**src/rtl/text_pkg.sv**
```systemverilog
// text_pkg: shared state encoding, glyph geometry, character codes and glyph bitmaps for the text renderer
package text_pkg;
  localparam int GLYPH_W = 8;
  localparam int GLYPH_H = 10;
  localparam int MAX_LEN = 16;
  typedef enum logic [2:0] {IDLE, FETCH, LOAD, SCAN, EMIT, DONE} state_t;
  localparam logic [5:0] CHAR_SPACE   = 6'd0;
  localparam logic [5:0] CHAR_BLOCK   = 6'd1;
  localparam logic [5:0] CHAR_N       = 6'd23;
  localparam logic [5:0] COLOUR_BLOCK = 6'h15;
  localparam logic [5:0] COLOUR_N     = 6'h3C;
  // Letter N: two full-height stems at columns 2 and 6 joined by a three-step diagonal.
  function automatic logic n_lit(input logic [7:0] dx, input logic [7:0] dy);
    return (dy < 8'(GLYPH_H)) &&
           (dx == 8'd2 || dx == 8'd6 ||
            (dx == 8'd3 && dy >= 8'd1 && dy <= 8'd4) ||
            (dx == 8'd4 && dy >= 8'd3 && dy <= 8'd6) ||
            (dx == 8'd5 && dy >= 8'd5 && dy <= 8'd8));
  endfunction
endpackage

```
**src/rtl/text_draw_ctrl.sv**
```systemverilog
// text_draw_ctrl: walks a string, scans each glyph cell row-major and emits lit pixels as plot requests
// Ports: start/org_x/org_y/len request a draw; str_addr/str_code read the string memory (1-cycle latency);
// glyph_code/glyph_dx/glyph_dy drive a combinational decoder returning glyph_en/glyph_colour;
// plot_x/plot_y/plot_colour/plot_valid handshake with plot_ready; busy and done report progress.
module text_draw_ctrl #(
  parameter int GLYPH_W = text_pkg::GLYPH_W,
  parameter int GLYPH_H = text_pkg::GLYPH_H,
  parameter int LEN_W   = 5
) (
  input  logic             clk,
  input  logic             resetn,
  input  logic             start,
  input  logic [7:0]       org_x,
  input  logic [7:0]       org_y,
  input  logic [LEN_W-1:0] len,
  output logic [3:0]       str_addr,
  input  logic [5:0]       str_code,
  output logic [5:0]       glyph_code,
  output logic [7:0]       glyph_dx,
  output logic [7:0]       glyph_dy,
  input  logic             glyph_en,
  input  logic [5:0]       glyph_colour,
  output logic [7:0]       plot_x,
  output logic [7:0]       plot_y,
  output logic [5:0]       plot_colour,
  output logic             plot_valid,
  input  logic             plot_ready,
  output logic             busy,
  output logic             done
);
  import text_pkg::*;
  state_t state, state_nx, fin;
  logic [7:0] org_x_q, org_y_q, dx, dy;
  logic [LEN_W-1:0] len_q, char_idx;
  logic [5:0] cur_code;
  logic last_col, last_cell, adv;
  assign last_col  = dx == 8'(GLYPH_W - 1);
  assign last_cell = last_col && dy == 8'(GLYPH_H - 1);
  // A cell is retired either when it is dark in SCAN or when its plot is accepted in EMIT.
  assign adv = (state == SCAN && !glyph_en) || (state == EMIT && plot_ready);
  assign fin = char_idx + LEN_W'(1) == len_q ? DONE : FETCH;
  always_ff @(posedge clk or negedge resetn)
    if (!resetn) state <= IDLE;
    else         state <= state_nx;
  always_comb begin
    state_nx = state;
    case (state)
      IDLE:    state_nx = !start ? IDLE : len == '0 ? DONE : FETCH;
      FETCH:   state_nx = LOAD;
      LOAD:    state_nx = SCAN;
      SCAN:    state_nx = glyph_en ? EMIT : last_cell ? fin : SCAN;
      EMIT:    state_nx = !plot_ready ? EMIT : last_cell ? fin : SCAN;
      DONE:    state_nx = IDLE;
      default: state_nx = IDLE;
    endcase
  end
  always_ff @(posedge clk or negedge resetn)
    if (!resetn) begin
      org_x_q     <= '0;
      org_y_q     <= '0;
      len_q       <= '0;
      char_idx    <= '0;
      dx          <= '0;
      dy          <= '0;
      cur_code    <= '0;
      plot_x      <= '0;
      plot_y      <= '0;
      plot_colour <= '0;
    end else begin
      if (state == IDLE && start) begin
        org_x_q  <= org_x;
        org_y_q  <= org_y;
        len_q    <= len > LEN_W'(MAX_LEN) ? LEN_W'(MAX_LEN) : len;
        char_idx <= '0;
        dx       <= '0;
        dy       <= '0;
      end
      if (state == LOAD) cur_code <= str_code;
      // Coordinates wrap modulo 256 by truncation to 8 bits.
      if (state == SCAN && glyph_en) begin
        plot_x      <= org_x_q + 8'(char_idx * GLYPH_W) + dx;
        plot_y      <= org_y_q + dy;
        plot_colour <= glyph_colour;
      end
      if (adv) begin
        dx       <= last_col ? '0 : dx + 8'd1;
        dy       <= !last_col ? dy : last_cell ? '0 : dy + 8'd1;
        char_idx <= last_cell ? char_idx + LEN_W'(1) : char_idx;
      end
    end
  assign str_addr   = char_idx[3:0];
  assign glyph_code = cur_code;
  assign glyph_dx   = dx;
  assign glyph_dy   = dy;
  assign plot_valid = state == EMIT;
  assign busy       = state != IDLE;
  assign done       = state == DONE;
endmodule

```
**config.mk**
```make
export PLATFORM = sky130hd
export DESIGN_NAME = text_draw_ctrl
export DESIGN_NICKNAME = d
export VERILOG_FILES = /design/src/rtl/text_pkg.sv /design/src/rtl/text_draw_ctrl.sv
export SDC_FILE = /design/constraint.sdc
export NUM_CORES = 1
export LEC_CHECK = 0
export CORE_UTILIZATION = 55
export DETAILED_ROUTE_END_ITERATION = 16
export PLACE_DENSITY = 0.86
export SYNTH_ARGS = -nofsm -noshare
export SYNTH_HDL_FRONTEND = slang
export SYNTH_SLANG_ARGS = --single-unit
```
**constraint.sdc**
```tcl
create_clock -name clk -period 7.2 [get_ports clk]
set_clock_uncertainty 0.2 [all_clocks]
set_input_delay 1.44 -clock clk [delete_from_list [all_inputs] [get_ports clk]]
set_output_delay 1.44 -clock clk [all_outputs]
set_load 0.02 [all_outputs]
```
==> flow_summary.toml <==
[setup_path]
path_max_fanout = 11
crit_type = "reg -> out"
r2r_slack_ps = 4340
cp-start-kind = "flip-flop"
crit_required_ps = 5560
cp_data_arrival_time_ps = 2020
crit_path_end_kind = "output pin"

[clock_tree]
clockBufferDepth = 2
cts-root-buf = "clkbuf_8"
cts_tree = "yes"
cts.sinks = 73
clk_pin_slew_ps = 80
cts_hold_buffers = 0
postCtsSetupBuffers = 0
clk_latency_ps = 350
numCtsBuffers = 9
htree_levels = 3
ctsResizeCount = 0

[floorplanning]
die_w_um = 87.80
rows = 30
die_h_um = 87.80
start_util_pct = 58.31
coreArea_um2 = 6944
ios = 89
dieArea_um2 = 7709

[drt]
via_per_inst = 5.691
drt-pass1-iter-count = 5
drt_iter0_markers = 286
remaining_drc_errors = 0
finalWirelength_um = 9490
vias = 3352
wl_per_cell_um = 16.11
ant_nets = 0

[layout]
final_util_pct = 74.11
area_growth_pct = 27.10
final_cells = 589
layout.nets = 552
drive_gt1_share_pct = 11.76
mostFrequentLayoutCell = "nand2_1"
layout_common_cells = "88 x nand2_1, 87 x clkdlybuf4s50_1, 73 x dfrtp_1, 33 x o21ai_0, 20 x ha_1"
diodes = 0
fill_cells = 498

[sta]
worst_pin_slew_ps = 920.1
relSlewSlack_pct = 38.66
setup_viol = 0
fmax_mhz = 273.6
slew_viol_final = 0
fin_crit_sh_pct = 50.77
rsz0062_at_grt = "no"
finalHoldViolations = 0
setup_tns_ps = 0
post-route-min-period_ps = 3655
fin_ws_ps = 3545

[logic_synthesis]
synthCells = 406
synth_xor_area_share_pct = 4.543
ys_warn_count = 0
synth-simple-area-share_pct = 19.62
synth_top_area_share_pct = 45.12
synth.avg_cell_area_um2 = 9.973
synth_top_family_by_area = "simple AND/OR/NAND/NOR gates"
async_flop_share_pct = 100.0
synth_fa_ha_area_share_pct = 9.147
synth_edf_count = 0
synth_area_um2 = 4049
synth_cell_types = 54
ys_ff_latch = 73
synthMuxAreaShare_pct = 4.728
synth_compound_area_share_pct = 12.61
yosys.area.top_type = "dfrtp_1"
syn_nets = 470
ys_seq_area_share_pct = 45.12
ys_top_cells_by_area = "dfrtp_1 45%, nand2_1 8.2%, ha_1 6.2%, mux2_2 4.7%, o21ai_0 4.1%"
synth_top_flop_cell = "dfrtp_1"

[global_routing]
grt_max_degree = 74
grt_pass1_wl_um = 15610
grt_pass1_vias = 3298
grt_use_total_pct = 26.70
overflow = 0
antenna_found_initial = 0

[placed_design]
placedCellCount = 573
portBuffers = 88
hpwl_um = 6746
place_congestion = 0.8975
pre_cts_ws_ps = 3646

[pwr]
total_leakage_power_uw = 0.002279
powerDensity_nw_per_um2 = 356.0
ir_drop_v = 0.0002120

[min_path]
hold_path.class = "reg -> reg"

[flow_run]
cap_violations = 0

[run_status]
status = "finished, final reports clean"
## metrics by stage
stage	instance area (µm²)	hold WS, ps	total power, µW
final	5146	281.1	1832
after global routing	5146	314.8	1953
after CTS	5146	284.7	1836
after detailed placement	4942	265.8	1498
after global placement	4942	258.8	1452
after floorplan	4049	249.7	1192
## layer usage
metal | track usage (%) | routed length, µm
met1 | 34.74 | 3978
met2 | 44.75 | 4823
met3 | 4.147 | 500
met4 | 11.03 | 188
met5 | 0 | 0
## final timing paths
path	depth (start not counted)	endpoint	start
min in group asynchronous	1	plot_y[5]$_DFFE_PN0P_	resetn
hold / removal	1	plot_y[4]$_DFFE_PN0P_	plot_y[4]$_DFFE_PN0P_
max in group asynchronous	1	plot_colour[4]$_DFFE_PN0P_	resetn
setup reg to reg	9	plot_x[7]$_DFFE_PN0P_	char_idx[0]$_DFFE_PN0P_
setup / recovery	3	plot_valid	state[1]$_DFF_PN0_
hold reg to reg	1	plot_y[4]$_DFFE_PN0P_	plot_y[4]$_DFFE_PN0P_
## cell families after synthesis
group / count (synthesis)
AOI/OAI and AO/OA: 81
xor gates and xnor gates: 21
adders and majority gates: 26
buffers and inverters: 32
DFF: 73
muxes: 17
and+or+nand+nor: 156
## synth_stat cells, types with 3 or more instances
cell      count
clkbuf_1      8
o31ai_1       6
or4_1         3
fa_1          6
o21ai_0      33
xnor2_1      13
inv_1        13
o21a_1        3
mux2_2       17
xor2_1        8
a211oi_1      3
nor2_1       14
and3_1        5
nand3_1       9
ha_1         20
buf_4         4
or2_2         5
dfrtp_1      73
nand3b_1      5
nand2_1      88
or3_2         3
nand4_1       3
a21oi_1      16
nand2b_1      3
nor3_1        4
## worst max-delay path, cell delays in order (launching register included)
cell and delay [ps]:
dfrtp_1 520, or2_2 410, nor2_1 120, clkdlybuf4s50_1 620
## registers in the layout, indices dropped and copies added (netlist names)
signal       flops
glyph_dx         8
glyph_dy         8
org_x_q          8
org_y_q          8
plot_x           8
plot_y           8
glyph_code       6
plot_colour      6
char_idx         5
len_q            5
state            3
## power breakdown
group          switching (µW)  internal [µW]  total, µW
Clock                     162            170        332
Combinational             434            390        823
Sequential                119            557        676
## cell type report
class | count | area (µm²) | share of cell area, %
timing repair buffer | 90 | 893.4 | 17.36
multi-input combinational | 301 | 2053 | 39.90
clock buffer | 10 | 137.6 | 2.674
sequential | 73 | 1827 | 35.50
clock inverter | 6 | 66.31 | 1.289
inverter | 13 | 48.80 | 0.9482
tap | 96 | 120.1 | 2.334
Power figures use the tool's default switching activity.
==> variant 1, RTL diff (same flow settings) <==
Encoding of `state_t`: now one-hot (6 bits for 6 states).
--- a/src/rtl/text_pkg.sv
+++ b/src/rtl/text_pkg.sv
@@ -3,7 +3,7 @@
   localparam int GLYPH_W = 8;
   localparam int GLYPH_H = 10;
   localparam int MAX_LEN = 16;
-  typedef enum logic [2:0] {IDLE, FETCH, LOAD, SCAN, EMIT, DONE} state_t;
+  typedef enum logic [5:0] {IDLE = 6'b000001, FETCH = 6'b000010, LOAD = 6'b000100, SCAN = 6'b001000, EMIT = 6'b010000, DONE = 6'b100000} state_t;
   localparam logic [5:0] CHAR_SPACE   = 6'd0;
   localparam logic [5:0] CHAR_BLOCK   = 6'd1;
   localparam logic [5:0] CHAR_N       = 6'd23;
Check against the original RTL: no difference found for any inputs over 10 cycles, from zero or initial values and one cycle with resetn low; not proved beyond that.
==> variant 1 against the unedited design <==
- area after synthesis up 2.5%
- critical path depth up 2
- hold slack better by 0.0036 ns
- routed wire length up 1.4%
- design area up 3.5%
- worst setup slack worse by 0.16 ns
- total power down 15%
- sequential cell count up 3
- first-iteration DRC count down 28%
- combinational power down 35%
==> variant 1: results (changes against the unedited design) <==
Drt
  – Vias per std cell: 5.73 (was 5.69)
  – 1st-iter DRT viols: 206 (was 286)
  – Average wire per standard cell: 16.1 um (about the same)

Pwr
  – P_int: 1.04 mW (was 1.12 mW)
  – Maximum vdd ir drop: 0.179 mV (was 0.212 mV)
  – Leakage: 2.50 nW (was 2.28 nW)

Global route
  – Vias in the first global route: 3,340 (was 3,298)
  – Largest net degree at the start of global routing: 77 (was 74)
  – First-pass GRT wire length: 15,800 um (was 15,600 um)
  – Overall Global Routing Usage: 26.6% (was 26.7%)
  – Routing usage on met2: 45.6% (was 44.7%)
  – Met1 Usage GRT: 33.3% (was 34.7%)

Placed design
  – Routability Congestion: 0.936 (was 0.898)
  – Detailed Place HPWL: 6790 um (was 6750 um)
  – Placed cell count: 584 (was 573)
  – Dpl cell area: 5090 um2 (was 4940 um2)

Worst setup path
  – Worst Setup EP: glyph_dx[4]$_DFFE_PN0P_ (was plot_valid)
  – CP startpoint: start (was state[1]$_DFF_PN0_)
  – R2R depth: 4 (was 9)
  – Reg2reg start: state[1]$_DFF_PN0_ (was char_idx[0]$_DFFE_PN0P_)
  – Critical path fanouts, max: 28 (was 11)
  – Register-to-register setup slack: 4.14 ns (was 4.34 ns)
  – Worst r2r dst: glyph_dy[6]$_DFFE_PN0P_ (was plot_x[7]$_DFFE_PN0P_)
  – CP Data Arrival Time: 3.88 ns (was 2.02 ns)

Timing
  – Max-Slew Margin vs Limit: 17.9% (was 38.7%)

Synthesis
  – Top cells by count, synth: nand2_1, dfrtp_1, o21ai_0 (unchanged)
  – Largest cells by area after synthesis: dfrtp_1, nand2_1, ha_1 (unchanged)
  – Yosys cell types: 60 (was 54)
  – Post-synthesis adder-cell area fraction: 8.92% (was 9.15%)
  – Compound-gate portion of the synthesized area: 13.9% (was 12.6%)
  – Syn_nets: 474 (was 470)
  – Synth Area per Inst: 10.1 um2 (was 9.97 um2)
  – Register area share after synthesis: 45.9% (was 45.1%)
  – XOR/XNOR Fraction of Synth Area: 4.43% (was 4.54%)

Layout
  – # fillers: 555 (was 498)
  – Fin cells: 599 (was 589)
  – Layout Nets: 560 (was 552)
  – Layout cells sized above 1: 8.60% (was 11.8%)

Min path
  – Critical hold path startpoint: plot_x[7]$_DFFE_PN0P_ (was plot_y[4]$_DFFE_PN0P_)
  – Hold-critical path depth: 2 (was 1)
  – Hold Path End: plot_x[7]$_DFFE_PN0P_ (was plot_y[4]$_DFFE_PN0P_)

Floorplanning
  – Die footprint: 7900 um2 (was 7710 um2)

Run status
  – Status: finished, final reports clean (unchanged)
[variant 1: cells by family after synthesis]
group | Yosys count
compound gates | 91
simple gates | 156
xor+xnor | 21
buf+inv | 21
flops | 76
fa+ha+maj | 26
mux | 19
[variant 1: stage by stage]
step / utilization, % / power [mW] / hold slack [ns] / setup slack, ns
after floorplan: - / 0.953 / 0.250 / 4.51
after global placement: 69.8 / 1.14 / 0.261 / 3.24
after detailed placement: 69.8 / 1.17 / 0.269 / 3.07
after CTS: 73.1 / 1.57 / 0.290 / 3.44
after global routing: 73.1 / 1.65 / 0.312 / 3.15
final: 73.1 / 1.56 / 0.285 / 3.38
[variant 1: power by group through the flow]
stage / sequential, mW / clock [mW] / combinational [mW]
floorplan: 0.679 / 0 / 0.274
global placement: 0.624 / 0 / 0.520
detailed placement: 0.632 / 0 / 0.539
CTS: 0.624 / 0.398 / 0.544
global route: 0.640 / 0.415 / 0.598
finish: 0.625 / 0.393 / 0.539
[variant 1: routing by layer]
| layer | share of wire (%) | routed length [um] |
|---|---|---|
| met5 | 0 | 0 |
| met3 | 6.7 | 642 |
| met4 | 1.3 | 123 |
| met1 | 41 | 3960 |
| met2 | 51 | 4910 |
[variant 1: worst max-delay path, stage by stage]
cell	delay (ns)
clkdlybuf4s50_1	0.43
and4_1	0.53
nor3_1	1.11
o21ai_0	0.24
o21ai_0	0.12
[variant 1: area by class of cell]
type,instances,share of cell area (%)
repair buffers,89,16.6
multi-input cells,313,40.4
flip-flops and latches,76,35.7
well taps,99,2.32
clock inverters,4,1.83
inverters,7,0.493
clock buffers,11,2.65
==> variant 2, RTL diff (same flow settings) <==
Made on the original files. Set the parameter `LEN_W` to 7 (it was 5).
--- a/src/rtl/text_draw_ctrl.sv
+++ b/src/rtl/text_draw_ctrl.sv
@@ -5,7 +5,7 @@
 module text_draw_ctrl #(
   parameter int GLYPH_W = text_pkg::GLYPH_W,
   parameter int GLYPH_H = text_pkg::GLYPH_H,
-  parameter int LEN_W   = 5
+  parameter int LEN_W   = 7
 ) (
   input  logic             clk,
   input  logic             resetn,
Ports: changed (resized len); port bits go from 89 to 91. The function was not compared with the original's and may differ.
==> variant 2 against the unedited design <==
- maximum frequency up 0.89%
- design area grew 5.5%
- routed wire length grew 5.1%
- sequential cell count increased by 4
- area after synthesis is 6.4% higher
- worst setup slack improved by 0.032 ns
- die area grew 6.2%
- total power up 0.55%
- via count rose by 5.4%
- sequential share of layout area about the same
- critical path type unchanged
- critical endpoint unchanged
==> variant 2: results (changes against the unedited design) <==
Run status
  – Status: finished, final reports clean (unchanged)

Drt
  – Drt first pass iters: 4 (was 5)
  – 1st-iter DRT viols: 157 (was 286)
  – Average wire per standard cell: 16.2 um (was 16.1 um)

Synthesis
  – Yosys cell types: 55 (was 54)
  – Largest cells by area after synthesis: dfrtp_1, nand2_1, ha_1 (unchanged)
  – Mux cell area share after synthesis: 4.91% (was 4.73%)
  – Syn_nets: 495 (was 470)
  – Top cells by count, synth: nand2_1, dfrtp_1, o21ai_0 (unchanged)
  – Post-synthesis adder-cell area fraction: 8.60% (was 9.15%)
  – Register area share after synthesis: 44.7% (was 45.1%)
  – Synth Area per Inst: 10.0 um2 (was 9.97 um2)
  – Compound-gate portion of the synthesized area: 12.1% (was 12.6%)

Global route
  – Largest net degree at the start of global routing: 78 (was 74)
  – Overall Global Routing Usage: 25.8% (was 26.7%)

Worst setup path
  – CP startpoint: state[2]$_DFF_PN0_ (was state[1]$_DFF_PN0_)
  – Critical path fanouts, max: 10 (was 11)
  – Register-to-register setup slack: 4.57 ns (was 4.34 ns)
  – Worst r2r dst: plot_x[6]$_DFFE_PN0P_ (was plot_x[7]$_DFFE_PN0P_)
  – R2R depth: 6 (was 9)

Timing
  – Max-Slew Margin vs Limit: 36.6% (was 38.7%)

Placed design
  – Detailed Place HPWL: 7090 um (was 6750 um)
  – Placed cell count: 600 (was 573)
  – Dpl cell area: 5230 um2 (was 4940 um2)
  – I/O Buffers: 90 (was 88)

Min path
  – Hold-critical path depth: 2 (was 1)
  – Hold Path End: plot_x[7]$_DFFE_PN0P_ (was plot_y[4]$_DFFE_PN0P_)

Layout
  – Layout Nets: 578 (was 552)
  – Fin area: 5430 um2 (was 5150 um2)
  – Layout cells sized above 1: 9.51% (was 11.8%)

Pwr
  – Maximum vdd ir drop: 0.219 mV (was 0.212 mV)
==> variant 2: cell type report <==
class | count | area share (%)
clock inverters | 5 | 1.43
repair buffers | 92 | 16.8
flip-flops and latches | 77 | 35.5
inverters | 7 | 0.484
multi-input cells | 325 | 41.2
clock buffers | 9 | 2.28
well taps | 99 | 2.28
==> variant 2: report_power, final <==
group	switching (mW)	internal, mW	total, mW
combinational	0.429	0.384	0.813
clock	0.154	0.190	0.344
sequential	0.110	0.575	0.684
total	0.693	1.15	1.84
==> variant 2: layer usage <==
layer	part of all wire, %	routed length, um	up-vias	track usage, %
met1	42	4140	1698	32.6
met4	2.8	276	0	13.4
met2	49	4880	140	42.3
met5	0	0	-	0
li1	-	-	1667	-
met3	6.7	671	27	4.55
==> variant 2: worst max-delay path, stage by stage, from the launching register on <==
cell,delay [ns]
dfrtp_1,0.55
nor3b_1,0.40
clkdlybuf4s50_1,0.68
